[src/rtl/btn_event_gen.sv]
// Push-button front end: 2-flop synchronizers, per-button debounce, rising-edge
// press pulses and a single-entry press event latch behind a valid/ack handshake.
module btn_event_gen #(
  parameter int DEBOUNCE_CYCLES = 1000000,
  parameter int CNT_W           = 20
) (
  input  logic       clk,
  input  logic       rst,
  input  logic [3:0] btn_raw,
  input  logic       ack,
  output logic [3:0] btn_level,
  output logic [3:0] press_pulse,
  output logic       evt_valid,
  output logic [1:0] evt_code,
  output logic       evt_multi,
  output logic       overflow
);

  localparam logic [CNT_W-1:0] CNT_LAST = CNT_W'(DEBOUNCE_CYCLES - 1);
  localparam logic [CNT_W-1:0] CNT_ONE  = CNT_W'(1);

  typedef enum logic [0:0] {
    IDLE    = 1'b0,
    PENDING = 1'b1
  } state_t;

  state_t           state_r;
  logic [3:0]       sync1_r;
  logic [3:0]       sync2_r;
  logic [3:0]       level_prev_r;
  logic [CNT_W-1:0] cnt_r [4];

  // D has the highest priority, L the lowest.
  function automatic logic [1:0] lowest_idx(input logic [3:0] p);
    logic [1:0] idx;
    casez (p)
      4'b???1: idx = 2'd0;
      4'b??10: idx = 2'd1;
      4'b?100: idx = 2'd2;
      4'b1000: idx = 2'd3;
      default: idx = 2'd0;
    endcase
    return idx;
  endfunction

  function automatic logic is_multi(input logic [3:0] p);
    return (p & (p - 4'd1)) != 4'd0;
  endfunction

  // Two-stage synchronizer for the asynchronous button inputs.
  always_ff @(posedge clk or posedge rst) begin
    if (rst) begin
      sync1_r <= 4'b0000;
      sync2_r <= 4'b0000;
    end else begin
      sync1_r <= btn_raw;
      sync2_r <= sync1_r;
    end
  end

  // Per-button debounce: a level change is accepted after DEBOUNCE_CYCLES
  // consecutive disagreeing samples; any agreeing sample restarts the count.
  always_ff @(posedge clk or posedge rst) begin
    if (rst) begin
      btn_level <= 4'b0000;
      for (int i = 0; i < 4; i++) begin
        cnt_r[i] <= '0;
      end
    end else begin
      for (int i = 0; i < 4; i++) begin
        if (sync2_r[i] == btn_level[i]) begin
          cnt_r[i] <= '0;
        end else if (cnt_r[i] == CNT_LAST) begin
          btn_level[i] <= sync2_r[i];
          cnt_r[i]     <= '0;
        end else begin
          cnt_r[i] <= cnt_r[i] + CNT_ONE;
        end
      end
    end
  end

  // One-cycle pulse in the cycle after a debounced 0->1 transition.
  always_ff @(posedge clk or posedge rst) begin
    if (rst) begin
      level_prev_r <= 4'b0000;
      press_pulse  <= 4'b0000;
    end else begin
      level_prev_r <= btn_level;
      press_pulse  <= btn_level & ~level_prev_r;
    end
  end

  // Event latch; a new press in the ack cycle replaces the event rather than being lost.
  always_ff @(posedge clk or posedge rst) begin
    if (rst) begin
      state_r   <= IDLE;
      evt_valid <= 1'b0;
      evt_code  <= 2'd0;
      evt_multi <= 1'b0;
      overflow  <= 1'b0;
    end else begin
      case (state_r)
        IDLE: begin
          if (press_pulse != 4'b0000) begin
            state_r   <= PENDING;
            evt_valid <= 1'b1;
            evt_code  <= lowest_idx(press_pulse);
            evt_multi <= is_multi(press_pulse);
          end else begin
            evt_valid <= 1'b0;
          end
        end
        PENDING: begin
          if (press_pulse != 4'b0000) begin
            if (ack) begin
              evt_code  <= lowest_idx(press_pulse);
              evt_multi <= is_multi(press_pulse);
            end else begin
              overflow <= 1'b1;
            end
          end else if (ack) begin
            state_r   <= IDLE;
            evt_valid <= 1'b0;
          end else begin
            evt_valid <= 1'b1;
          end
        end
        default: begin
          state_r   <= IDLE;
          evt_valid <= 1'b0;
        end
      endcase
    end
  end

endmodule

[config.mk]
export PLATFORM = sky130hd
export DESIGN_NAME = btn_event_gen
export DESIGN_NICKNAME = d
export VERILOG_FILES = /design/src/rtl/btn_event_gen.sv
export SDC_FILE = /design/constraint.sdc
export NUM_CORES = 1
export LEC_CHECK = 0
export ABC_AREA = 0
export ABC_CLOCK_PERIOD_IN_PS = 5500
export CAP_MARGIN = 15
export CELL_PAD_IN_SITES_DETAIL_PLACEMENT = 1
export CELL_PAD_IN_SITES_GLOBAL_PLACEMENT = 1
export CORE_UTILIZATION = 30
export DETAILED_ROUTE_END_ITERATION = 10
export PLACE_DENSITY_LB_ADDON = 0.1
export SLEW_MARGIN = 20
export SYNTH_ARGS = -nofsm -noshare
export SYNTH_HDL_FRONTEND = slang
export SYNTH_SLANG_ARGS = --single-unit
[constraint.sdc]
create_clock -name clk -period 5.5 [get_ports clk]
set_input_delay 0.55 -clock clk [delete_from_list [all_inputs] [get_ports clk]]
set_output_delay 0.55 -clock clk [all_outputs]
set_load 0.05 [all_outputs]
==> results.yml <==
setup_path:
  cp-start-kind: "flip-flop"
  rr_worst_depth: 5
  cpPeakStageDelay_ps: 870
  worstSetupPathType: "reg2out"
  crit_fanout: 9
  worst_setup_path_end_kind: "output pin"
  critical_path_required_ps: 4950
  crit_chain: "clkdlybuf4s50_1"
  cp_slowest_cell: "clkdlybuf4s50_1"
  arrival_ps: 1770
  critPathTopFamily: "buffers and inverters"
  crit_cells: 1
  crit_buf_inv: 1
logic_synthesis:
  synthSimpleGateAreaFrac: 0.259
  syn_avg_cell_area_um2: 10.2
  yosysSeqAreaShare: 0.533
  ys_ff_latch: 106
  synth_compound_area_frac: 0.0691
  syn-cell-area_mm2: 0.00498
  syn_nets: 499
  synth_fa_ha_area_frac: 0.0101
  synth.distinct_cells: 42
  yosysWarnings: 0
  syn_inst: 488
  synth_top_family_by_area: "simple AND/OR/NAND/NOR gates"
  synthMuxAreaShare: 0.00905
  synthXorXnorAreaFrac: 0.102
layout:
  nets: 519
  syn2layout_area_growth_pct: 14.9
  final.fill_count: 1812
  final_common_cell: "dfrtp_1"
  fin_cells: 729
  final_cell_mix: "dfrtp_1, nor2_1, nand3_1, xnor2_1, nand2_1"
  drive_above_1_share: 0.0624
  diodes: 0
  fin_area_mm2: 0.00572
cts:
  clk_latency_ps: 350
  hold_buffers: 0
  cts_buffer_depth: 2
  h-tree-depth: 3
  cts_resized: 0
  postCtsSetupRepairBufs: 0
  clkTransAtPathRegs_ps: 70
  cts_buffers: 9
  clockRootBuffer: "clkbuf_16"
  cts_tree: "built"
  clock_sinks: 106
placement:
  place_inst: 713
  io_buffers: 19
  hpwl_um: 7600
  placed_cell_area_mm2: 0.00542
  gp_congestion: 0.750
pwr:
  p_total_uw: 1510
  max-vdd-ir-drop_v: 0.000148
  power.leakage_uw: 0.00229
  p_per_area_mw_per_mm2: 264
sta:
  fmax_mhz: 431
  tightestPinTransition_ps: 844
  hold_viol_final: 0
  rsz0062_at_grt: "no"
  fin_crit_sh: 0.422
  drv_slew: 0
  setup_viol: 0
  period_minus_slack_ps: 2320
  setup_tns_ps: 0
  slew_headroom: 0.437
  fin_skew_ps: 7.55
route:
  wl_um: 11100
  ant_nets: 0
  drc: 0
  drt-wirelength-per-cell_um: 15.3
  drtIter0Drc: 137
  vias_per_cell: 4.96
  drtPass1Iterations: 4
  via_count: 3616
global_route:
  first_global_vias: 3831
  groute.usage.overall: 0.148
  grt_overflow_total: 0
  grt_antenna_before_repair: 0
  grt_max_degree: 67
  grt_pass1_wl_um: 19400
die:
  dieArea_mm2: 0.0171
  row_count: 46
  fp.dieH_um: 131
  core-area_mm2: 0.0161
  die_w_um: 131
  initial_utilization: 0.310
  io_pins: 20
job:
  max_cap_viol_count: 0
outcome:
  status: "finished clean"
worst_hold_path:
  min_path_type: "reg2reg"
  worstHoldPathCells: 0
==> layout make-up <==
type | instances | area (um^2) | area share
clock buffer | 10 | 229 | 0.0400
inverter | 9 | 36.3 | 0.00634
timing repair buffer | 22 | 213 | 0.0372
sequential | 106 | 2650 | 0.464
multi-input combinational | 360 | 2250 | 0.393
tap | 216 | 270 | 0.0472
clock inverter | 6 | 72.6 | 0.0127
==> report_power, final <==
group          internal, uW  switching [uW]
logic                  14.4            34.2
clock network           358             306
registers               789            11.0
total                  1160             351
==> flip-flops by register name, indices dropped and copies added (netlist names), 2 cells and up <==
register      cells
sync2_r           4
level_prev_r      4
evt_code          2
sync1_r           4
cnt_r            80
btn_level         4
press_pulse       4
==> cells in the mapped netlist, drive strengths merged <==
cell type / count / area (um^2)
nand4b: 5 / 43.8
nor2: 67 / 251
and4: 7 / 61.3
nor2b: 5 / 31.3
o31ai: 7 / 66.3
nor3: 13 / 65.1
o21ai: 19 / 106
o21bai: 1 / 7.51
or3: 12 / 75.1
or4b: 2 / 20.0
xor2: 26 / 228
nand3: 32 / 160
and3: 13 / 81.3
o41ai: 1 / 8.76
and2: 3 / 18.8
nand2b: 2 / 12.5
or4: 10 / 82.6
o21a: 4 / 30.0
buf: 4 / 21.3
nor4bb: 2 / 20.0
ha: 4 / 50.1
a21o: 1 / 7.51
nand4bb: 1 / 11.3
nor4: 14 / 87.6
clkbuf: 9 / 33.8
nand4: 23 / 159
dfrtp: 106 / 2650
xnor2: 32 / 280
a21oi: 21 / 109
nand2: 27 / 101
o31a: 1 / 8.76
mux2: 4 / 45.0
inv: 9 / 33.8
nor4b: 1 / 8.76
==> metrics by stage <==
stage	worst slack (ps)	hold slack (ps)	util
2_1_floorplan	2160	331	-
3_3_place_gp	3240	335	0.338
3_5_place_dp	3230	339	0.338
4_1_cts	3170	357	0.356
5_1_grt	3110	366	0.356
6_report	3180	354	0.356
==> cell families (layout without fill, tap and decap cells) <==
| logic type | Yosys count | in the layout |
|---|---|---|
| DFF | 106 | 106 |
| muxes | 4 | 4 |
| buffers and inverters | 22 | 47 |
| AOI/OAI and AO/OA | 55 | 55 |
| adders and majority gates | 4 | 4 |
| and+or+nand+nor | 239 | 239 |
| xor gates and xnor gates | 58 | 58 |
==> final timing paths <==
kind	from	end	slack, ps
max	press_pulse[1]$_DFF_PP0_	press_pulse[1]	3180
min	sync1_r[0]$_DFF_PP0_	sync2_r[0]$_DFF_PP0_	350
max reg2reg	cnt_r[40]$_DFF_PP0_	cnt_r[58]$_DFF_PP0_	3280
min reg2reg	sync1_r[0]$_DFF_PP0_	sync2_r[0]$_DFF_PP0_	350
max in group asynchronous	rst	cnt_r[19]$_DFF_PP0_	3720
min in group asynchronous	rst	sync1_r[0]$_DFF_PP0_	720
==> layer usage <==
metal,share of wire,up-vias,track usage
met5,0,-,0
met4,0.019,0,0.0669
met3,0.019,13,0.0240
met2,0.45,24,0.226
met1,0.51,1792,0.205
li1,-,1787,-
Note: power is estimated with default switching activity, not from simulation.
